**config.mk**
```make
export PLATFORM = sky130hd
export DESIGN_NAME = sub_result_display
export DESIGN_NICKNAME = d
export VERILOG_FILES = /design/src/rtl/sub_result_display_pkg.sv /design/src/rtl/sub_result_display_seg7.sv /design/src/rtl/sub_result_display.sv
export SDC_FILE = /design/constraint.sdc
export NUM_CORES = 1
export LEC_CHECK = 0
export CORE_ASPECT_RATIO = 0.7
export CORE_MARGIN = 2
export CORE_UTILIZATION = 48
export CTS_CLUSTER_SIZE = 24
export DETAILED_ROUTE_END_ITERATION = 6
export GPL_TIMING_DRIVEN = 0
export PLACE_DENSITY = 0.75
export SYNTH_ARGS = -nofsm -noshare
export SYNTH_HDL_FRONTEND = slang
export SYNTH_SLANG_ARGS = --single-unit
```
**constraint.sdc**
```tcl
create_clock -name clk -period 1.5 [get_ports clk]
set_clock_uncertainty 0.05 [all_clocks]
set_input_delay 0.45 -clock clk [delete_from_list [all_inputs] [get_ports clk]]
set_output_delay 0.45 -clock clk [all_outputs]
set_load 0.01 [all_outputs]
```
**src/rtl/sub_result_display_pkg.sv**
```systemverilog
// Shared definitions for the subtract-result display slice: FSM states and
// 7-segment glyph constants, bit order {g,f,e,d,c,b,a}, active-high.
package sub_result_display_pkg;

    typedef enum logic [1:0] {
        S_IDLE,
        S_WAIT,
        S_CORRECT,
        S_SHOW
    } state_t;

    localparam logic [6:0] GLYPH_0     = 7'h3F;
    localparam logic [6:0] GLYPH_1     = 7'h06;
    localparam logic [6:0] GLYPH_2     = 7'h5B;
    localparam logic [6:0] GLYPH_3     = 7'h4F;
    localparam logic [6:0] GLYPH_4     = 7'h66;
    localparam logic [6:0] GLYPH_5     = 7'h6D;
    localparam logic [6:0] GLYPH_6     = 7'h7D;
    localparam logic [6:0] GLYPH_7     = 7'h07;
    localparam logic [6:0] GLYPH_8     = 7'h7F;
    localparam logic [6:0] GLYPH_9     = 7'h6F;
    localparam logic [6:0] GLYPH_A     = 7'h77;
    localparam logic [6:0] GLYPH_B     = 7'h7C;
    localparam logic [6:0] GLYPH_C     = 7'h39;
    localparam logic [6:0] GLYPH_D     = 7'h5E;
    localparam logic [6:0] GLYPH_E     = 7'h79;
    localparam logic [6:0] GLYPH_F     = 7'h71;
    localparam logic [6:0] GLYPH_MINUS = 7'h40;
    localparam logic [6:0] GLYPH_BLANK = 7'h00;

endpackage

```
**src/rtl/sub_result_display_seg7.sv**
```systemverilog
// seg7_hex_decoder: 4-bit value to active-high 7-segment hex glyph, combinational.
module seg7_hex_decoder
    import sub_result_display_pkg::*;
(
    input  logic [3:0] value,
    output logic [6:0] glyph
);

    // Hex lookup table.
    always_comb begin
        glyph = GLYPH_BLANK;
        case (value)
            4'h0: glyph = GLYPH_0;
            4'h1: glyph = GLYPH_1;
            4'h2: glyph = GLYPH_2;
            4'h3: glyph = GLYPH_3;
            4'h4: glyph = GLYPH_4;
            4'h5: glyph = GLYPH_5;
            4'h6: glyph = GLYPH_6;
            4'h7: glyph = GLYPH_7;
            4'h8: glyph = GLYPH_8;
            4'h9: glyph = GLYPH_9;
            4'hA: glyph = GLYPH_A;
            4'hB: glyph = GLYPH_B;
            4'hC: glyph = GLYPH_C;
            4'hD: glyph = GLYPH_D;
            4'hE: glyph = GLYPH_E;
            4'hF: glyph = GLYPH_F;
            default: glyph = GLYPH_BLANK;
        endcase
    end

endmodule

```
**src/rtl/sub_result_display.sv**
```systemverilog
// sub_result_display: corrects ones'-complement subtract output into
// sign+magnitude, holds it, and drives a 2-digit multiplexed 7-seg display.
// Build option: SEG_ACTIVE_LOW_EN inverts seg/an for common-anode boards.
module sub_result_display
    import sub_result_display_pkg::*;
#(
    parameter int WIDTH        = 4,
    parameter int TIMEOUT      = 15,
    parameter int REFRESH_LOG2 = 4
) (
    input  logic             clk,
    input  logic             rst,
    input  logic             start,
    input  logic             done,
    input  logic [WIDTH-1:0] sum,
    input  logic             co,
    output logic [WIDTH-1:0] result,
    output logic             neg,
    output logic             valid,
    output logic             busy,
    output logic             timeout_err,
    output logic [6:0]       seg,
    output logic [1:0]       an
);

    localparam int CNT_W = $clog2(TIMEOUT);

`ifdef SEG_ACTIVE_LOW_EN
    localparam logic [6:0] SEG_POL = '1;
    localparam logic [1:0] AN_POL  = '1;
`else
    localparam logic [6:0] SEG_POL = '0;
    localparam logic [1:0] AN_POL  = '0;
`endif

    state_t             state, state_next;
    logic [CNT_W-1:0]   wait_cnt, wait_cnt_next;
    logic [WIDTH-1:0]   raw_sum, raw_sum_next;
    logic               raw_co, raw_co_next;
    logic [WIDTH-1:0]   result_next;
    logic               neg_next;
    logic               terr_next;
    logic [WIDTH-1:0]   inv_sum;

    logic [REFRESH_LOG2-1:0] refresh_cnt;
    logic                    digit_sel;
    logic [6:0]              mag_glyph;
    logic [6:0]              seg_raw;
    logic [1:0]              an_raw;

    assign inv_sum = ~raw_sum;
    assign busy    = (state == S_WAIT) || (state == S_CORRECT);
    assign valid   = (state == S_SHOW);

    // State and datapath registers.
    always_ff @(posedge clk or negedge rst) begin
        if (!rst) begin
            state       <= S_IDLE;
            wait_cnt    <= '0;
            raw_sum     <= '0;
            raw_co      <= 1'b0;
            result      <= '0;
            neg         <= 1'b0;
            timeout_err <= 1'b0;
        end else begin
            state       <= state_next;
            wait_cnt    <= wait_cnt_next;
            raw_sum     <= raw_sum_next;
            raw_co      <= raw_co_next;
            result      <= result_next;
            neg         <= neg_next;
            timeout_err <= terr_next;
        end
    end

    // Next-state, capture, timeout and end-around-carry correction.
    always_comb begin
        state_next    = state;
        wait_cnt_next = wait_cnt;
        raw_sum_next  = raw_sum;
        raw_co_next   = raw_co;
        result_next   = result;
        neg_next      = neg;
        terr_next     = timeout_err;
        case (state)
            S_IDLE: begin
                if (start) begin
                    state_next    = S_WAIT;
                    terr_next     = 1'b0;
                    wait_cnt_next = '0;
                end
            end
            S_WAIT: begin
                if (done) begin
                    raw_sum_next = sum;
                    raw_co_next  = co;
                    state_next   = S_CORRECT;
                end else if (wait_cnt == CNT_W'(TIMEOUT - 1)) begin
                    terr_next  = 1'b1;
                    state_next = S_IDLE;
                end else begin
                    wait_cnt_next = wait_cnt + CNT_W'(1);
                end
            end
            S_CORRECT: begin
                if (raw_co) begin
                    result_next = raw_sum + WIDTH'(1);
                    neg_next    = 1'b0;
                end else begin
                    // A zero magnitude is reported as positive.
                    result_next = inv_sum;
                    neg_next    = |inv_sum;
                end
                state_next = S_SHOW;
            end
            S_SHOW: begin
                if (start) begin
                    state_next    = S_WAIT;
                    wait_cnt_next = '0;
                end
            end
            default: state_next = S_IDLE;
        endcase
    end

    // Free-running refresh counter; digit select toggles on each wrap.
    always_ff @(posedge clk or negedge rst) begin
        if (!rst) begin
            refresh_cnt <= '0;
            digit_sel   <= 1'b0;
        end else begin
            refresh_cnt <= refresh_cnt + REFRESH_LOG2'(1);
            if (&refresh_cnt) begin
                digit_sel <= ~digit_sel;
            end
        end
    end

    seg7_hex_decoder u_dec (
        .value (4'(result)),
        .glyph (mag_glyph)
    );

    // Select the glyph for the active digit (active-high form).
    always_comb begin
        seg_raw = GLYPH_BLANK;
        an_raw  = 2'b01;
        if (!digit_sel) begin
            an_raw = 2'b01;
            if (valid) begin
                seg_raw = mag_glyph;
            end else if (timeout_err) begin
                seg_raw = GLYPH_E;
            end
        end else begin
            an_raw = 2'b10;
            if (valid && neg) begin
                seg_raw = GLYPH_MINUS;
            end
        end
    end

    // Display output register; board polarity is applied only here.
    always_ff @(posedge clk or negedge rst) begin
        if (!rst) begin
            seg <= GLYPH_BLANK ^ SEG_POL;
            an  <= 2'b01 ^ AN_POL;
        end else begin
            seg <= seg_raw ^ SEG_POL;
            an  <= an_raw ^ AN_POL;
        end
    end

endmodule

```
== Yosys cells after proc, flatten, opt, wreduce, memory -nomap -nowiden ==
Memories as Yosys holds them, arrays and structs flattened.
Index checks and enable logic that the tools add are counted.
W data, S select, Z words.

* Output and inout port bits: 17
* Memories: 1
* Bits in read-only memories: 112
* Bits in registers: 31
* Logic and storage cells: 58
* Input port bits: 9

* Reductions and logical operators: 12
* Multiplexer cells: 19
* Bitwise logic cells: 2
* Equality and inequality tests: 10
* Add/sub/neg operators: 3

{| class="wikitable"
|+ Memories
! memory !! depth !! width !! rd ports !! clocked after Yosys merged registers in !! write ports !! line !! source
|-
| (no name shown) || 16 || 7 || 1 || 0 || 0 || sub_result_display_seg7.sv:12 || <nowiki>case (value)</nowiki>
|}

{| class="wikitable"
|+ Operators with widths
! operator !! number
|-
| $mux W7 || 4
|-
| $mux W4 || 4
|-
| $add A4 B1 Y4 const B || 3
|-
| $reduce_and A4 Y1 || 3
|-
| $mux W2 || 4
|-
| $pmux W4 S2 || 1
|-
| $ne A2 B2 Y1 const B || 3
|-
| $pmux W2 S3 || 1
|-
| $eq A2 B2 Y1 const B || 2
|-
| $eq A4 B4 Y1 const B || 1
|-
| $mux W1 || 4
|-
| $ne A2 B1 Y1 const B || 2
|-
| $not A4 Y4 || 1
|-
| $reduce_and A2 Y1 || 2
|-
| $reduce_bool A2 Y1 || 2
|-
| $reduce_or A4 Y1 || 1
|-
| $ne A3 B2 Y1 const B || 1
|-
| $eq A2 B1 Y1 const B || 1
|-
| $logic_not A2 Y1 || 1
|-
| $pmux W1 S2 || 1
|-
| $reduce_or A2 Y1 || 1
|-
| $logic_and A1 B1 Y1 || 1
|-
| $logic_or A1 B1 Y1 || 1
|-
| $not A1 Y1 || 1
|}

== Longest topological paths before layout ==
* Depth in word-level cells: 4
* Gate-level depth with buffers: 6
* Mapped depth without buffers: 5

== By module ==
A second synthesis with hierarchy kept.

* Cells, all modules: 158
* Area, all modules: 1701.6 um2

{| class="wikitable"
|+ By module, submodules not included
! module !! cells an instance !! times used !! sequential area each (um2) !! area each (um2)
|-
| sub_result_display || 125 || 1 || 777.0 || 1413.9
|-
| seg7_hex_decoder || 33 || 1 || 0.0 || 287.8
|}

== Worst setup path before layout ==
No wires, ideal clock.

* Kind: reg2reg
* Start: reg state[0]
* End: reg wait_cnt[3]
* Path buffers: 1
* Path slack: -186 ps
* Stages on the path, launching flop included: 6
* Data arrival time: 1567 ps
* Period minus slack after synthesis: 1686 ps
* Setup time: 70 ps
* Required time: 1380 ps
* Cell sequence: dfrtp_1 > inv_1 > ha_1 > clkbuf_1 > or4b_1 > nand3_1

* Longest elaborated chain between the ends: 4
* Elaborated cells between the ends (all ways): 10
* Classes of those cells: eq/ne (5); mux (1); reduce/logical (4)

{| class="wikitable"
|+ RTL lines
! what !! line !! source
|-
| from (decl) || sub_result_display.sv:36 || <nowiki>state_t state, state_next;</nowiki>
|-
| from (signal assigned) || sub_result_display.sv:66 || <nowiki>state <= state_next;</nowiki>
|-
| $eq A2 B2 Y1 / $logic_not A2 Y1 (equally long branches) || sub_result_display.sv:85 || <nowiki>case (state)</nowiki>
|-
| $reduce_or A2 Y1 (no line) || -- ||
|-
| $ne A2 B1 Y1 (no line) / $reduce_bool A2 Y1 (equally long branches) || -- ||
|-
| $reduce_and A4 Y1 (no line) || -- ||
|-
| to (signal assigned) || sub_result_display.sv:67 || <nowiki>wait_cnt <= wait_cnt_next;</nowiki>
|-
| to (decl) || sub_result_display.sv:37 || <nowiki>logic [CNT_W-1:0] wait_cnt, wait_cnt_next;</nowiki>
|}

Parallel ways exist; a longest one is shown, timed or not.
A chain may end at the register's enable or synchronous reset.

== Final worst setup path ==
* Start: reg state[0]
* End: out busy

* Longest elaborated chain between the ends: 2
* Elaborated cells between the ends (all ways): 3
* Classes of those cells: eq/ne (2); reduce/logical (1)

{| class="wikitable"
|+ RTL lines
! what !! line !! source
|-
| $eq A2 B1 Y1 / $eq A2 B2 Y1 (equally long branches) || sub_result_display.sv:52 || <nowiki>assign busy = (state == S_WAIT) || (state == S_CORRECT);</nowiki>
|-
| $logic_or A1 B1 Y1 (*) || sub_result_display.sv:52 ||
|-
| to (decl) || sub_result_display.sv:20 || <nowiki>output logic busy,</nowiki>
|}

Mark *: on every way between the ends. The rest lies on a longest branch, timed or not.

==> impl_metrics.csv <==
group,metric,value,unit
status,status,"finished, violations left",
status,violations,"setup timing",
synthesis,synth_fa_ha_area_share,11.90,%
synthesis,synth_area_leaders,"dfrtp_1 (45%), ha_1 (12%), mux2i_1 (5.4%), mux2_2 (4.7%), nand3_1 (3.0%)",
synthesis,synth_compound_area_share,11.67,%
cts,cts-root-buf,"clkbuf_8",
routing,drt-total-wl,3887,µm
worst_setup_path,path_max_fanout,3,
layout,final_nets,225,
timing,timing.final.crit_period,1.679,ns
routing,drcViolationCount,0,
placed_design,io_buffers,25,
min_path,hold_path.class,"primary input to asynchronous set/reset pin",
cts,cts_tree,"done",
worst_setup_path,cp_common_cell,"buf_6",
cts,numCtsBuffers,5,
power,peakVddDrop,1.615,mV
layout,n_fill_cell,200,
routing,ant_nets,0,
grt,grt_max_degree,32,
cts,cts_hold_buf,0,
routing,wl_met2,1904,µm
routing,wl_per_cell,15.67,µm
layout,synthToLayoutAreaGrowth,47.43,%
grt,grt_usage,21.94,%
worst_setup_path,slowest_delay,0.40,ns
die,core_area,3254,µm²
synthesis,synth_common_cells,"dfrtp_1 (30), ha_1 (16), nand3_1 (10)",
worst_setup_path,cp_slowest_cell,"dfrtp_1",
cts,h-tree-depth,2,
routing,vias,1337,
worst_setup_path,cp.required,1.00,ns
die,num_rows,17,
worst_setup_path,cp-end-kind,"output port",
worst_setup_path,crit_chain,"buf_6, inv_4, ha_4, buf_6",
timing,period_share,111.9,%
power,power.density,1898,nW/µm²
synthesis,avgSynthCellArea,11.37,µm²
cts,clk_latency,0.29,ns
synthesis,ys_seq_elements,31,
power,power.total,0.004709,W
timing,setup_slack,-0.1787,ns
timing,hold_viol,0,
timing,max_freq,595.7,MHz
synthesis,synthFlopType,"dfrtp_1",
synthesis,synth_top_area_share,44.61,%
worst_setup_path,cp.arrival,1.18,ns
placed_design,routabilityCongestion,0.8151,
grt,antenna_found_initial,0,
grt,grt_pass1_vias,1307,
cts,cts_sinks,31,
layout,instances_no_fill,248,
synthesis,synthCells,148,
routing,met1_length,1795,µm
synthesis,async_flop_share,100.0,%
synthesis,synth.area.mux_share,11.38,%
synthesis,synth_seq_area_share,46.17,%
synthesis,yosysMostFrequentCell,"dfrtp_1",
layout,drive_gt1_share,40.30,%
routing,vias_per_cell,5.391,
synthesis,netlist_area,1683,µm²
synthesis,synth_top_family_by_area,"simple AND/OR/NAND/NOR gates",
die,start_util,51.71,%
timing,final_max_slew_viol_count,0,
timing,setup_viol,10,
worst_setup_path,crit_type,"flip-flop to output port",
synthesis,yosys.area.top_type,"dfrtp_1",
layout,antennaDiodeCount,0,
timing,maxSlewHeadroom,49.12,%
routing,met3_length,123,µm
synthesis,yosysUniqueCellTypes,40,
placed_design,dp.cells,220,
die,io-pin-count,26,
cts,clockBufferDepth,2,
synthesis,syn_nets,173,
power,leakage,1.137,nW
synthesis,synth_edf_count,0,
cts,clkTransAtPathRegs,0.07,ns
synthesis,synth_xor_area_share,2.082,%
synthesis,ys_warn_count,0,
grt,overflow,0,
synthesis,synth-simple-area-share,13.61,%
die,die-area,4003,µm²
timing,worst_pin_slew,0.7632,ns
worst_setup_path,startpoint_type,"flip-flop",
placed_design,hpwl,2369,µm
flow_run,cap_violations,0,
routing,drt_iter0_drc,53,
die,die_h,53.54,µm
routing,first_pass_iters,4,
grt,grt_pass1_wl,6265,µm
routing,top_layer_used,"met4",
timing,rsz0062_at_grt,"yes",
die,die_w,74.77,µm
==> path summary, 6_finish.rpt <==
check | from | to | slack, ns | depth (start not counted)
hold reg to reg | refresh_cnt[0] | refresh_cnt[0] | 0.40 | 1
min in group clk | refresh_cnt[0] | refresh_cnt[0] | 0.40 | 1
hold / removal | rst | wait_cnt[2] | 0.28 | 1
setup reg to reg | state[0] | state[1] | -0.13 | 6
setup / recovery | state[0] | busy | -0.18 | 4
max in group asynchronous | rst | result[3] | 0.59 | 1
==> area by class of cell <==
type	instances	area [µm²]	share of cell area, %
Buffer	3	23.77	0.9581
Clock buffer	5	68.82	2.774
Clock inverter	3	20.02	0.8069
Inverter	9	46.29	1.866
Multi-Input combinational cell	104	1047	42.21
Sequential cell	31	782.0	31.52
Tap cell	47	58.81	2.370
Timing Repair Buffer	46	434.2	17.50
==> layer usage <==
metal  up-vias  GRT usage, %
met1       658         28.91
met2        23         34.96
met5         -             0
li1        649             -
met4         0         9.821
met3         7         5.056
==> flip-flops by register name, indices dropped and copies added (netlist names) <==
register	count
raw_co	1
wait_cnt	4
state	2
refresh_cnt	4
an	2
digit_sel	1
neg	1
result	4
seg	7
timeout_err	1
raw_sum	4
==> cell usage in the layout (no fill, tap or decap), types with 3 or more instances in the layout <==
cell | netlist | final
a21oi_1 | 7 | 3
clkdlybuf4s50_1 | 0 | 6
o21ai_0 | 6 | 4
buf_4 | 1 | 12
buf_6 | 0 | 12
o211ai_1 | 3 | 3
nor2_1 | 4 | 3
mux2_4 | 0 | 5
inv_1 | 9 | 3
a21oi_2 | 0 | 3
ha_4 | 0 | 6
nand3_1 | 10 | 9
clkbuf_8 | 0 | 5
ha_1 | 16 | 8
inv_2 | 0 | 3
nor2b_1 | 4 | 4
dlygate4sd2_1 | 0 | 11
xnor2_1 | 3 | 3
clkdlybuf4s15_1 | 0 | 4
dfrtp_2 | 0 | 4
dfrtp_1 | 30 | 26
nand2_1 | 5 | 4
mux2i_1 | 9 | 9
==> critical path: cells and delay by family, from the launching register on <==
kind                       cells  cell delay, ns
adders and majority gates      1            0.19
DFF                            1            0.40
buffers and inverters          3            0.29
==> power by group <==
| group | switching, W | total (W) | internal, W |
|---|---|---|---|
| logic | 0.00131 | 0.00278 | 0.00147 |
| clock network | 0.000323 | 0.000645 | 0.000322 |
| registers | 0.000231 | 0.00128 | 0.00105 |
| total | 0.00187 | 0.00471 | 0.00284 |
==> cells by family (layout without fill, tap and decap cells) <==
group / Yosys count / in the layout
DFF: 31 / 31
AOI/OAI and AO/OA: 29 / 29
buffers and inverters: 13 / 66
muxes: 17 / 17
and+or+nand+nor: 38 / 38
xor gates and xnor gates: 4 / 4
adders and majority gates: 16 / 16
==> repair_timing <==
action,in CTS,in global routing
hold endpoints to repair,0,0
setup buffers,18,3
pin swaps,11,4
setup endpoints to repair,64,28
resized for setup,66,33
==> stage by stage <==
step / utilization, % / TNS, ns / hold WS (ns) / cell area, µm² / worst slack [ns]
2_1_floorplan: - / -0.01042 / 0.1044 / 1710 / -0.01042
3_3_place_gp: 62.05 / -20.53 / 0.3919 / 2019 / -0.6620
3_5_place_dp: 62.05 / -22.42 / 0.4003 / 2019 / -0.7058
4_1_cts: 72.13 / -0.6832 / 0.2963 / 2347 / -0.1639
5_1_grt: 76.24 / -1.403 / 0.3393 / 2481 / -0.2146
6_report: 76.24 / -0.8215 / 0.2769 / 2481 / -0.1787
Note: power is estimated with default switching activity, not from simulation.
